<file path="config.mk">
export PLATFORM = sky130hd
export DESIGN_NAME = uart_rx_fifo
export DESIGN_NICKNAME = d
export VERILOG_FILES = /design/src/rtl/uart_rx_fifo.sv
export SDC_FILE = /design/constraint.sdc
export NUM_CORES = 1
export LEC_CHECK = 0
export ABC_AREA = 1
export CAP_MARGIN = 10
export CELL_PAD_IN_SITES_DETAIL_PLACEMENT = 0
export CELL_PAD_IN_SITES_GLOBAL_PLACEMENT = 1
export CORE_ASPECT_RATIO = 1.4
export CORE_MARGIN = 3
export CORE_UTILIZATION = 50
export DETAILED_ROUTE_END_ITERATION = 12
export GPL_TIMING_DRIVEN = 0
export HOLD_SLACK_MARGIN = 0.1
export PLACE_DENSITY_LB_ADDON = 0.12
export SLEW_MARGIN = 20
export SYNTH_ARGS = -nofsm -noshare
export SYNTH_HDL_FRONTEND = slang
export SYNTH_SLANG_ARGS = --single-unit
</file>
<file path="constraint.sdc">
create_clock -name clk -period 7.5 [get_ports clk]
set_input_delay 0.75 -clock clk [delete_from_list [all_inputs] [get_ports clk]]
set_output_delay 0.75 -clock clk [all_outputs]
set_load 0.03 [all_outputs]
</file>
<file path="src/rtl/uart_rx_fifo.sv">
// UART receiver with run-time frame format and 3-sample majority vote, feeding a first-word
// fall-through FIFO; a word is written one clock after its last stop-bit decision, dropped (overrun) when full.
module uart_rx_fifo #(
    parameter int DIV_W       = 32,
    parameter int FIFO_DEPTH  = 16,
    parameter int SYNC_STAGES = 2
) (
    input  logic                        clk,
    input  logic                        rst,
    input  logic [DIV_W-1:0]            clk_div,
    input  logic [1:0]                  cfg_data_bits,
    input  logic [1:0]                  cfg_parity,
    input  logic                        cfg_stop2,
    input  logic                        rx,
    output logic                        rd_valid,
    input  logic                        rd_ready,
    output logic [7:0]                  rd_data,
    output logic [1:0]                  rd_err,
    output logic [$clog2(FIFO_DEPTH):0] fifo_count,
    output logic                        frame_err,
    output logic                        parity_err,
    output logic                        overrun,
    input  logic                        err_clr,
    output logic                        busy
);
    localparam int PW = $clog2(FIFO_DEPTH);
    localparam int CW = PW + 1;

    typedef enum logic [2:0] {
        S_IDLE, S_START, S_DATA, S_PARITY, S_STOP1, S_STOP2, S_PUSH, S_BREAK
    } state_t;

    logic [SYNC_STAGES-1:0] sync_q, sync_d;
    logic                   rx_prev_q, rx_prev_d;
    logic                   rx_s, rx_fall;

    state_t           state_q;
    logic [DIV_W-1:0] cnt_q, div_q, half;
    logic [2:0]       last_idx_q, bit_idx_q;
    logic             par_en_q, par_odd_q, stop2_q;
    logic [7:0]       data_q;
    logic [1:0]       samp_q;
    logic             perr_q, ferr_q;
    logic             in_bit, at_s0, at_s1, at_dec, at_end, maj;

    logic [9:0]    mem_q [FIFO_DEPTH];
    logic [PW-1:0] wr_ptr_q, wr_ptr_d, rd_ptr_q, rd_ptr_d;
    logic [CW-1:0] count_q, count_d;
    logic          push, pop, full, wr_en, drop;
    logic          frame_err_q, frame_err_d, parity_err_q, parity_err_d, overrun_q, overrun_d;
    logic [9:0]    head;

    always_comb begin
        sync_d    = {sync_q[SYNC_STAGES-2:0], rx};
        rx_prev_d = rx_s;
    end

    assign rx_s    = sync_q[SYNC_STAGES-1];
    assign rx_fall = rx_prev_q & ~rx_s;

    assign half   = div_q >> 1;
    assign in_bit = (state_q == S_START) || (state_q == S_DATA) || (state_q == S_PARITY) ||
                    (state_q == S_STOP1) || (state_q == S_STOP2);
    assign at_s0  = (cnt_q == half - DIV_W'(1));
    assign at_s1  = (cnt_q == half);
    assign at_dec = (cnt_q == half + DIV_W'(1));
    assign at_end = (cnt_q == div_q - DIV_W'(1));
    // Third vote is the live synchronised sample taken on the decision cycle.
    assign maj    = (samp_q[0] & samp_q[1]) | (samp_q[0] & rx_s) | (samp_q[1] & rx_s);

    always_ff @(posedge clk) begin
        if (rst) begin
            state_q    <= S_IDLE;
            cnt_q      <= '0;
            div_q      <= DIV_W'(4);
            last_idx_q <= 3'd7;
            par_en_q   <= 1'b0;
            par_odd_q  <= 1'b0;
            stop2_q    <= 1'b0;
            bit_idx_q  <= '0;
            data_q     <= '0;
            samp_q     <= '0;
            perr_q     <= 1'b0;
            ferr_q     <= 1'b0;
        end else begin
            if (in_bit) begin
                cnt_q <= at_end ? '0 : cnt_q + DIV_W'(1);
                if (at_s0) samp_q[0] <= rx_s;
                if (at_s1) samp_q[1] <= rx_s;
            end
            case (state_q)
                S_IDLE: begin
                    // An illegal divider never leaves IDLE, so the FSM cannot hang on it.
                    if (rx_fall && (clk_div >= DIV_W'(4))) begin
                        state_q    <= S_START;
                        cnt_q      <= '0;
                        div_q      <= clk_div;
                        last_idx_q <= {1'b1, cfg_data_bits};
                        par_en_q   <= (cfg_parity == 2'b01) || (cfg_parity == 2'b10);
                        par_odd_q  <= (cfg_parity == 2'b10);
                        stop2_q    <= cfg_stop2;
                        bit_idx_q  <= '0;
                        data_q     <= '0;
                        perr_q     <= 1'b0;
                        ferr_q     <= 1'b0;
                    end
                end
                S_START: begin
                    if (at_dec && maj) state_q <= S_IDLE;
                    else if (at_end)   state_q <= S_DATA;
                end
                S_DATA: begin
                    if (at_dec) data_q[bit_idx_q] <= maj;
                    if (at_end) begin
                        if (bit_idx_q == last_idx_q) state_q <= par_en_q ? S_PARITY : S_STOP1;
                        else                         bit_idx_q <= bit_idx_q + 3'd1;
                    end
                end
                S_PARITY: begin
                    if (at_dec) perr_q <= (^data_q) ^ maj ^ par_odd_q;
                    if (at_end) state_q <= S_STOP1;
                end
                S_STOP1: begin
                    if (at_dec) begin
                        ferr_q <= ferr_q | ~maj;
                        if (!stop2_q) state_q <= S_PUSH;
                    end else if (at_end) begin
                        state_q <= S_STOP2;
                    end
                end
                S_STOP2: begin
                    if (at_dec) begin
                        ferr_q  <= ferr_q | ~maj;
                        state_q <= S_PUSH;
                    end
                end
                S_PUSH:  state_q <= ferr_q ? S_BREAK : S_IDLE;
                S_BREAK: if (rx_s) state_q <= S_IDLE;
                default: state_q <= S_IDLE;
            endcase
        end
    end

    assign push  = (state_q == S_PUSH);
    assign pop   = rd_ready && (count_q != '0);
    assign full  = (count_q == CW'(FIFO_DEPTH));
    assign wr_en = push && (!full || pop);
    assign drop  = push && full && !pop;

    always_comb begin
        wr_ptr_d = wr_en ? wr_ptr_q + PW'(1) : wr_ptr_q;
        rd_ptr_d = pop ? rd_ptr_q + PW'(1) : rd_ptr_q;
        count_d  = count_q;
        if (wr_en && !pop)      count_d = count_q + CW'(1);
        else if (!wr_en && pop) count_d = count_q - CW'(1);
        // A new error outranks a simultaneous clear.
        frame_err_d  = (push & ferr_q) | (frame_err_q & ~err_clr);
        parity_err_d = (push & perr_q) | (parity_err_q & ~err_clr);
        overrun_d    = drop | (overrun_q & ~err_clr);
    end

    always_ff @(posedge clk) begin
        if (rst) begin
            sync_q       <= '1;
            rx_prev_q    <= 1'b1;
            wr_ptr_q     <= '0;
            rd_ptr_q     <= '0;
            count_q      <= '0;
            frame_err_q  <= 1'b0;
            parity_err_q <= 1'b0;
            overrun_q    <= 1'b0;
        end else begin
            sync_q       <= sync_d;
            rx_prev_q    <= rx_prev_d;
            wr_ptr_q     <= wr_ptr_d;
            rd_ptr_q     <= rd_ptr_d;
            count_q      <= count_d;
            frame_err_q  <= frame_err_d;
            parity_err_q <= parity_err_d;
            overrun_q    <= overrun_d;
        end
    end

    always_ff @(posedge clk) begin
        if (wr_en) mem_q[wr_ptr_q] <= {perr_q, ferr_q, data_q};
    end

    assign head       = mem_q[rd_ptr_q];
    assign rd_valid   = (count_q != '0);
    assign rd_data    = rd_valid ? head[7:0] : 8'h00;
    assign rd_err     = rd_valid ? head[9:8] : 2'b00;
    assign fifo_count = count_q;
    assign frame_err  = frame_err_q;
    assign parity_err = parity_err_q;
    assign overrun    = overrun_q;
    assign busy       = (state_q != S_IDLE);

endmodule

</file>
==> run summary, run 1 <==
The share of the synthesized area in the top cell type came out at 0.314. The number of DRC violations after detailed routing came out at 0. The largest area contributor in the netlist is sky130_fd_sc_hd__edfxtp_1. The DRC violation total after the first TritonRoute iteration came out at 971. The number of enable-type register cells in the synthesized netlist is 160. The number of I/O pins came out at 62. The post-detailed-routing wire length is 51.7 mm. The count of endpoints failing hold in the final timing report came out at 0. The count of cells in the finished layout, fillers not included, comes to 2482. The synthesized netlist net count is 2045. The worst hold path terminates at sync_q[1]. The number of clock sinks is 270. The final period utilization came out at 0.571. The first global-routing pass estimated 77.2 mm of wire. Each instance of the synthesized netlist takes up on average 7.70 µm².

The initial antenna violation count was 0. At the end of routability-driven placement, the weighted congestion stood at 0.991. The initial utilization of the core area, before any placement, comes to 0.510. Counting instances, the worst hold path has a depth of 1. The capturing point of the worst reg2reg path is cnt_q[24]. Power comes to 0.00495 W.

The worst slew margin relative to its limit is 0.213. The maximum number of buffers from clock root to sink is 3. The global-route total usage across every layer is 0.310. The row count is 75.

The warning count from the yosys run is 0. The sum of negative setup slack came out at 0 ns. The number of iterations in the first detailed-routing pass is 6. At the pin with the least slew margin, the transition time is 1.18 ns.

The clock insertion delay at the later pin of the skew report is 0.56 ns. The worst hold path belongs to the class reg -> reg. By area the synthesized netlist is led by sky130_fd_sc_hd__edfxtp_1 (31%), sky130_fd_sc_hd__dfxtp_1 (14%), sky130_fd_sc_hd__nand2_1 (10%). The filler cells instantiated in the layout total 2891. The placeable core area came out at 0.0300 mm². The final global-route overflow total is 0. The layout overhead on the synthesized area came out at 13.4%. Measured in cells, the most critical reg-to-reg path has a length of 16. The number of distinct library cell variants in the gate-level netlist after synthesis came out at 50. The worst voltage drop across the vdd grid came out at 0.000181 V. The static power due to leakage came out at 6.99 nW. Measured along the y axis, the die boundary spans 213 µm.

The detailed router placed 13700 vias in this run. The flow ran to the end, and the final reports show no timing, DRC or antenna violations. The clock tree from TritonCTS is yes.

The number of buffers inserted by hold repair at cts is 0. The register-to-register setup slack is 3.90 ns. The most used flip-flop cell after synthesis is sky130_fd_sc_hd__edfxtp_1.

The final count of negative-setup-slack endpoints came out at 0. The placed wire-length estimate after detailed placement is 40.5 mm. In this run the number of H-tree levels came out at 1. The number of global-route vias before repair is 13400.

Of all nets on the critical path, the largest fanout is 10. Once the clock tree was built, the resizer swapped 0 gates to a different size. The worst hold path begins at sync_q[0]. The final critical path time including I/O delays and setup is 4.28 ns. The worst setup path is launched from a flip-flop.

The cell at the root of the clock tree is sky130_fd_sc_hd__clkbuf_16. The worst setup path is of the reg -> out kind. The required time of the critical path came out at 6.75 ns. The total instance count after detailed placement is 2432. The number of nets in the finished design came out at 2134. The buffers inserted during post-CTS setup optimization came out at 0. The number of antenna diodes is 0. On the final layout, the worst clock skew is 0.0182 ns. The kind of capture point of the worst setup path is a primary output. The reported max-cap violation count is 0. The number of instances in the synthesized netlist is 1987. Setup repair after global routing left no endpoint under its margin. Counting flops and latches in the post-synthesis netlist gives 270. The width of the chip is 154 µm.

The maximum operating frequency is 234 MHz. Power spread over the standard cell area amounts to 286 mW/mm². The number of buffers inserted during clock tree synthesis came out at 27.

In this run the critical register-to-register path is launched from div_q[1]. The worst hold margin is 0.409 ns. The die covers 0.0328 mm². After clock tree synthesis, the clock-pin slew on the worst setup and hold paths is 0.06 ns. The area of the mapped netlist is 0.0153 mm². The register area share after synthesis came out at 0.458. The number of max-slew violations in the final report is 0. Entering global routing, the biggest net connects 19 pins. In this run the tool buffered the top-level ports with 60 buffer cells.

For the worst setup path, the data arrival time is 3.53 ns. The mean routed wirelength per cell is 20.8 µm. The detail route stage leaves a number of antenna-violating nets equal to 0. In the routed layout, each cell is associated on average with a via count of 5.53. The share of async-settable or async-resettable flops after synthesis is 0. The share of final-layout standard cells stronger than drive strength 1 came out at 0.0553.
Yosys cell counts (all sizes together), types with 2 or more instances:
library cell  number
nand2            421
nor2             378
inv              186
edfxtp           160
o21ai            148
nand3            114
dfxtp            110
xor2              88
a21oi             85
clkbuf            65
nor3              42
buf               26
nand4             26
o221ai            26
xnor2             26
o22ai             17
ha                15
nor4              13
or2                5
clkinv             4
o21a               4
xnor3              4
and2               3
nand3b             3
o211ai             3
a211oi             2
and3               2
nor3b              2
o21bai             2
cells by family after synthesis:
family,synth area share
fa+ha+maj,0.0136
flops,0.458
compound gates,0.106
simple gates,0.279
xor+xnor,0.0711
buf+inv,0.0718
mux,0.000654
worst max path at each step:
stage | end | start | depth (start not counted)
after floorplan | fifo_count[4] | fifo_count[1] | 15
after global placement | div_q[18] | clk_div[20] | 10
after detailed placement | div_q[18] | clk_div[20] | 10
after CTS | rd_data[0] | flip-flop | 10
after global routing | rd_data[0] | flip-flop | 10
final | rd_data[0] | flip-flop | 8
power breakdown:
part / switching [W] / total, W / internal (W)
combinational: 0.00126 / 0.00182 / 0.000562
sequential: 0.0000555 / 0.00167 / 0.00162
clock: 0.000592 / 0.00146 / 0.000869
final cells by class:
type	count	area [µm²]	area share
Tap cell	385	482	0.0278
Inverter	190	713	0.0411
Sequential cell	270	7010	0.404
Clock buffer	33	729	0.0420
Clock inverter	17	231	0.0133
Timing Repair Buffer	60	601	0.0346
Multi-Input combinational cell	1436	7200	0.415
Buffer	91	385	0.0222
state kept, by name, indices dropped and copies added, names as in the netlist, 3 cells and up, named ones only:
signal / cells
mem_q: 160
cnt_q: 32
bit_idx_q: 3
wr_ptr_q: 4
state_q: 3
rd_ptr_q: 4
div_q: 32
fifo_count: 5
data_q: 8
layout by cell type (no fill, tap or decap), types with 6 or more instances in the layout:
master | synthesis | routed
sky130_fd_sc_hd__nand2_1 | 418 | 418
sky130_fd_sc_hd__nor2_1 | 356 | 354
sky130_fd_sc_hd__inv_1 | 179 | 179
sky130_fd_sc_hd__edfxtp_1 | 160 | 160
sky130_fd_sc_hd__o21ai_0 | 136 | 136
sky130_fd_sc_hd__nand3_1 | 111 | 111
sky130_fd_sc_hd__dfxtp_1 | 110 | 110
sky130_fd_sc_hd__xor2_1 | 88 | 88
sky130_fd_sc_hd__a21oi_1 | 85 | 85
sky130_fd_sc_hd__clkbuf_1 | 64 | 68
sky130_fd_sc_hd__clkdlybuf4s50_1 | 0 | 60
sky130_fd_sc_hd__nor3_1 | 40 | 40
sky130_fd_sc_hd__clkbuf_16 | 0 | 28
sky130_fd_sc_hd__o221ai_1 | 26 | 26
sky130_fd_sc_hd__nand4_1 | 26 | 26
sky130_fd_sc_hd__xnor2_1 | 26 | 26
sky130_fd_sc_hd__buf_2 | 22 | 22
sky130_fd_sc_hd__nor2_2 | 16 | 18
sky130_fd_sc_hd__o22ai_1 | 17 | 17
sky130_fd_sc_hd__ha_1 | 15 | 15
sky130_fd_sc_hd__nor4_1 | 12 | 12
sky130_fd_sc_hd__o21ai_1 | 11 | 11
sky130_fd_sc_hd__clkinv_1 | 4 | 7
sky130_fd_sc_hd__inv_2 | 7 | 7
sky130_fd_sc_hd__nor2_4 | 6 | 6
through the flow:
step / util / area [µm²] / worst slack, ns
after floorplan: - / 15300 / 4.85
after global placement: 0.546 / 16400 / 3.56
after detailed placement: 0.546 / 16400 / 3.52
after CTS: 0.578 / 17300 / 3.23
after global routing: 0.578 / 17300 / 3.09
final: 0.578 / 17300 / 3.22
worst max-delay path: stages (launching register included):
cell                              delay (ns)
sky130_fd_sc_hd__dfxtp_1                0.30
sky130_fd_sc_hd__clkbuf_1               0.42
sky130_fd_sc_hd__clkinv_1               0.41
sky130_fd_sc_hd__clkbuf_1               0.38
sky130_fd_sc_hd__o21ai_0                0.28
sky130_fd_sc_hd__o221ai_1               0.27
sky130_fd_sc_hd__nand3_1                0.19
sky130_fd_sc_hd__a21oi_1                0.09
sky130_fd_sc_hd__clkdlybuf4s50_1        0.63
per-layer routing:
metal  GRT usage  up-vias  wire length [µm]
li1            -     6725                 -
met1       0.321     6352             17700
met2       0.591      493             27300
met3      0.0294      153              2570
met4       0.205        0              4160
met5           0        -                 0
No activity file was read; power rests on OpenSTA's default activity.
==> run 2: changes to the inputs <==
Settings changed: CORE_UTILIZATION 50 to 42.
Clock period 7.5 ns to 3.9 ns, I/O delays scaled along.
==> run 2 against run 1 <==
Power up 89%; critical path depth up 1; die area grew 18%; largest cell class unchanged; highest routed layer unchanged.
==> run summary, run 2 (synthesized netlist as in run 1, its figures left out) <==
The combinational cell fraction of total power is 0.373. The area of the die came out at 0.0388 mm². The worst hold path belongs to the class in -> reg. The number of global-route vias before repair came to 13800.

The number of DRC violations after detailed routing is 0. The share of total power in sequential cells is 0.344. The filler cell count is 3687. The number of buffers added on ports is 60. The floorplan has 82 rows.

The worst-case IR drop observed on VDD is 0.000478 V. The count of endpoints failing hold in the final timing report is 0. The worst slew margin relative to its limit came out at 0.234. The kind of capture point of the worst setup path is a primary output. Internal power comes to 0.00572 W.

The top register by number of flip-flops is mem_q. TritonCTS built the clock tree. The number of nets in the finished design came out at 2133. The arrival time of data at the critical path endpoint is 3.50 ns. The detail route stage leaves a number of antenna-violating nets equal to 0. The leading cell type in the layout, fill and taps excluded is sky130_fd_sc_hd__nand2_1. The number of buffers inserted during clock tree synthesis came out at 27. For the pin with the worst max-slew slack, the measured transition is 1.15 ns. The number of antenna diodes is 0. The required time of the critical path came out at 3.51 ns.

Clock-pin slew was measured on the worst setup and hold paths at 0.06 ns. The number of vias per cell is 5.33. The number of I/O pins is 62. The final cell count without fillers came out at 2556. The congestion estimate from routability-driven global placement came to 0.958.

In this run the number of H-tree levels came out at 1. The number of iterations in the first detailed-routing pass is 5. Across all layers, the routed design uses 13600 vias. After the first detailed-routing iteration, the DRC count stood at 874. The placeable core area came out at 0.0359 mm².

For this design, the slowest cell found on the critical path is sky130_fd_sc_hd__clkdlybuf4s50_1. In this run the power density over the cells is 539 mW/mm². The mean routed wirelength per cell is 21.4 µm. The signal on the critical path passes through inv_1 > clkbuf_1 > o21ai_0 > o22ai_1 > nor2_1 > nor2_1 > o21ai_0 > a21oi_1 > clkdlybuf4s50_1. The final count of negative-setup-slack endpoints came out at 0. Once layout is complete, the utilization of the core stands at 0.484. The largest registers in the layout are mem_q: 160 flops, cnt_q: 32 flops, div_q: 32 flops.

Of the total power, the clock network draws 0.283. The height of the chip is 232 µm. The final period utilization is 0.997.

The maximum operating frequency came out at 257 MHz. The critical path start-end classification is reg -> out. The combined area of the multi-input logic cells came out at 0.00720 mm². The initial antenna violation count was 0.

The maximum cell stage delay along the critical path is 0.69 ns. In this run the critical register-to-register path is launched from div_q[1]. For this run, the total global-route usage over all layers was measured as 0.277. The switching share of power came out at 0.389. The placed wire-length estimate after detailed placement came out at 42.9 mm. The run finished with clean final reports. The maximum fanout count along the critical path is 10. The number of max-slew violations in the final report is 0. The final critical path time including I/O delays and setup came out at 3.89 ns.

Setup repair after global routing left no endpoint under its margin. The sequential cell area is 0.00701 mm². The clock reaches the later pin of the worst-skew pair after 0.56 ns. The wire length of the first global-routing pass came out at 81.0 mm. The net switching power is 0.00364 W. The post-detailed-routing wire length is 54.7 mm. The sum of negative setup slack came out at 0 ns.

The number of flip-flops in the largest register is 160. The tree is rooted in a sky130_fd_sc_hd__clkbuf_16. The worst-case clock skew came out at 0.0247 ns. The layout overhead on the synthesized area is 13.5%. The maximum number of buffers from clock root to sink is 3.

The total instance count after detailed placement came out at 2509. The critical path launch point type is a flip-flop. The post-route worst setup slack is 0.0136 ns.

For this configuration, the core starts out at a cell density of 0.426. Summed over all cells, the static leakage comes to 7.00 nW. The start point of the worst hold path is cfg_stop2. The final instance area came out at 0.0174 mm².

OpenSTA, run right after detailed placement, puts the worst setup slack at 0.0684 ns. Leaving out fill and tap cells, the most frequent cells in the layout are sky130_fd_sc_hd__nand2_1 (418), sky130_fd_sc_hd__nor2_1 (355), sky130_fd_sc_hd__inv_1 (179). The reported max-cap violation count is 0. The width of the chip came out at 167 µm.

The share of final-layout standard cells stronger than drive strength 1 came out at 0.0549. The total placed instance area is 0.0165 mm². The number of clock sinks came out at 270. The largest net degree at the start of global routing is 19. The final global-route overflow total came out at 0.
==> run 2: cell count changes in the layout (fill, tap and decap cells not counted), moves of 2 or more <==
cell,change
sky130_fd_sc_hd__clkinv_1,+5
sky130_fd_sc_hd__clkinvlp_4,-2
sky130_fd_sc_hd__clkbuf_2,+5
sky130_fd_sc_hd__clkbuf_1,-8
==> run 2: area by class of cell <==
cell class,instances,area share
buffer,90,0.0223
multi-input combinational,1436,0.414
clock inverter,19,0.0117
timing repair buffer,60,0.0346
clock buffer,29,0.0393
inverter,190,0.0411
tap,462,0.0333
sequential,270,0.403
==> run 2: per-layer routing <==
layer  track usage  vias to the layer above  part of all wire
li1              -                     6730                 -
met1         0.281                     6380              0.36
met2         0.533                      358              0.53
met3        0.0254                      147             0.034
met4         0.180                        0             0.077
met5             0                        -                 0
==> run 2: path summary, 6_finish.rpt <==
kind | end | slack [ns] | cells after the start
max | rd_data[0] | 0.01 | 9
min | stop2_q | 0.38 | 3
max reg2reg | cnt_q[26] | 0.32 | 16
min reg2reg | sync_q[1] | 0.42 | 1
==> run 2: worst max-delay path, delay by kind of cell (launching register included) <==
family	cells	cell delay, ns
buffers and inverters	3	1.28
AO/OA/AOI/OAI	4	0.81
AND/OR/NAND/NOR	2	0.43
flip-flops	1	0.39
==> run 2: repair_timing <==
item	CTS	global route
hold buffers	0	0
resized for setup	1	8
buffers inserted	0	0
endpoints found under the setup margin	1	10
==> run 2: metrics by stage <==
step	hold slack [ns]	power, W
after floorplan	0.389	0.00547
after global placement	0.393	0.00671
after detailed placement	0.398	0.00674
after CTS	0.355	0.00940
after global routing	0.375	0.00986
final	0.380	0.00936
==> run 2: power by group through the flow <==
stage / sequential (W) / combinational, W / clock [W]
final: 0.00322 / 0.00349 / 0.00265
after global routing: 0.00324 / 0.00382 / 0.00280
after CTS: 0.00321 / 0.00348 / 0.00270
after detailed placement: 0.00327 / 0.00347 / 0
after global placement: 0.00327 / 0.00344 / 0
after floorplan: 0.00328 / 0.00219 / 0
==> run 3: changes to the inputs <==
Settings changed: PLACE_DENSITY set to 0.8, PLACE_DENSITY_LB_ADDON 0.12 to unset.
==> run 3 against run 2 <==
Sequential share of layout area is 0.098 points lower; non-clock buffer count rose by 1; first-iteration DRC count rose by 18%; final cell count hardly changed; combinational power hardly changed; register-to-register slack got worse by 0.06 ns; critical endpoint is now rd_err[1]; largest power group unchanged; highest routed layer unchanged.
==> run summary, run 3 (synthesized netlist as in run 1, its figures left out) <==
The initial antenna violation count came out at 0. The worst setup path is captured at a primary output. The worst slew margin relative to its limit came out at 0.282. The number of clock buffers added by TritonCTS is 27. The number of antenna diodes is 0. The largest net degree at the start of global routing came out at 19. The weighted congestion reported at the end of routability-driven placement came out at 0.975. The required time of the critical path came out at 3.51 ns.

The global-route total usage across every layer is 0.267. The number of buffers inserted by hold repair at cts came out at 0. Once layout is complete, the cells apart from fillers number 2557. The number of buffers added on ports came out at 60. The number of flip-flops in the largest register came out at 160.

In this run the remaining antenna-violating nets after routing total 0. The post-detailed-routing wire length came out at 53.0 mm. The DRC violation total after the first TritonRoute iteration is 1034.

The number of iterations in the first detailed-routing pass is 6. The tree is rooted in a sky130_fd_sc_hd__clkbuf_16. The final period utilization came out at 0.959.

The worst setup path is launched from a flip-flop. The number of nets in the finished design is 2134. The library cells used most frequently in the layout, excluding fill and tap cells, are sky130_fd_sc_hd__nand2_1 (418), sky130_fd_sc_hd__nor2_1 (354), sky130_fd_sc_hd__inv_1 (179).

The static power due to leakage came out at 7.03 nW. The total placed instance area is 0.0165 mm². The cell area power density is 543 mW/mm².

Summed over all failing endpoints, the final setup total negative slack is 0 ns. The worst-case clock skew came out at 0.0174 ns. The longest clock path from root to sink contains 3 buffers. The layout overhead on the synthesized area came out at 13.8%. The post-placement setup slack is 0.162 ns. For this run, the top clock speed supported by timing is 267 MHz. The final global-route overflow total is 0. In this run the vertical extent of the chip is 232 µm.

The worst voltage drop across the vdd grid is 0.000480 V. Setup violations remaining at the end of the flow were counted as 0. The reported max-cap violation count came out at 0. The number of global-route vias before repair is 13700. The first global-routing pass estimated 78.9 mm of wire.

At the pin with the least slew margin, the transition time is 1.07 ns. The effective utilization at floorplan came out at 0.426. Setup repair after global routing left no endpoint under its margin. The placeable core area is 0.0359 mm². The critical path in this run is classified as reg -> out.

At the later pin of the worst-skew pair, clock insertion delay measures 0.56 ns. The final critical path time including I/O delays and setup is 3.74 ns. The post-route worst setup slack came out at 0.160 ns. Dividing the detail-routed via count by the number of cells gives 5.41. After routing the design area is 0.0174 mm². The row count came out at 82.

The maximum fanout count along the critical path came out at 10. The maximum level of the CTS H-tree is 1. The share of final-layout standard cells stronger than drive strength 1 came out at 0.0611.

The total instance count after detailed placement came out at 2509. In the final layout, the registers with the most flip-flops are mem_q: 160 flops, cnt_q: 32 flops, div_q: 32 flops. The area of the die came out at 0.0388 mm². The count of endpoints failing hold in the final timing report was 0.

The path class of the tightest hold or removal check is in -> reg. After detailed routing, the number of remaining DRC violations is 0. Leaving out fill and tap cells, the most frequent cell in the layout is sky130_fd_sc_hd__nand2_1. The arrival time of data at the critical path endpoint is 3.35 ns.

The width of the chip came out at 167 µm. The number of clock sinks is 270. The run finished with clean final reports. The number of I/O pins came out at 62. In the final routed layout, each cell accounts on average for 20.7 µm. The number of max-slew violations in the final report is 0. More flip-flops sit in one register than any other, and that register is mem_q. The via count of the routed design came out at 13800. The clock edge transition at the registers on the reported setup and hold paths is 0.07 ns.

The placed wire-length estimate after detailed placement came out at 41.7 mm. TritonCTS built the clock tree.
-- run 3: changes by cell type in the layout (fill, tap and decap cells not counted), sizes merged --
cell	change
clkbuf	+3
clkinvlp	+4
bufinv	+1
clkinv	-6
inv	-1
-- run 3: worst paths after layout --
check	start	end	slack (ns)	depth (start not counted)
worst max register to register	div_q[0]	bit_idx_q[2]	0.26	17
worst min register to register	sync_q[0]	sync_q[1]	0.41	1
worst min-delay path	cfg_stop2	stop2_q	0.39	3
worst max-delay path	flip-flop	rd_err[1]	0.16	7
-- run 3: what timing repair did --
action / 4_1_cts / 5_1_grt
gates resized for setup: 0 / 25
buffers inserted: 0 / 0
endpoints found under the hold margin: 0 / 0
endpoints found under the setup margin: 0 / 9
-- run 3: per-stage QoR --
step                power (W)  utilization  hold slack, ns
finish                0.00945        0.485           0.387
global route          0.00992        0.485           0.403
CTS                   0.00946        0.484           0.364
detailed placement    0.00672        0.459           0.398
global placement      0.00669        0.459           0.396
floorplan             0.00547            -           0.389
-- run 3: final cells by class --
| cell class | count | area [µm²] |
|---|---|---|
| fill | 3622 | 18500 |
| multi-input combinational | 1436 | 7200 |
| sequential | 270 | 7010 |
| inverter | 190 | 713 |
| clock buffer | 31 | 691 |
| timing repair buffer | 60 | 601 |
| tap | 462 | 578 |
| buffer | 91 | 400 |
| clock inverter | 17 | 223 |
-- run 3: worst max-delay path: stages (launching register included) --
cell and delay (ns):
sky130_fd_sc_hd__dfxtp_1 0.30, sky130_fd_sc_hd__clkbuf_1 0.45, sky130_fd_sc_hd__clkbuf_2 0.35, sky130_fd_sc_hd__o21ai_0 0.16, sky130_fd_sc_hd__o221ai_1 0.43, sky130_fd_sc_hd__nand3_1 0.16
sky130_fd_sc_hd__a21oi_1 0.24, sky130_fd_sc_hd__clkdlybuf4s50_1 0.71
-- run 3: where the power goes --
part	total, W	switching, W	internal (W)
combinational	0.00350	0.00241	0.00109
clock	0.00274	0.00114	0.00160
sequential	0.00321	0.000104	0.00311
total	0.00945	0.00365	0.00580
-- run 3: layer usage --
metal | wire length [µm] | share of wire | vias up | GRT usage
li1 | - | - | 6740 | -
met1 | 18800 | 0.35 | 6527 | 0.272
met2 | 28100 | 0.53 | 405 | 0.507
met3 | 1810 | 0.034 | 159 | 0.0233
met4 | 4360 | 0.082 | 0 | 0.185
met5 | 0 | 0 | - | 0
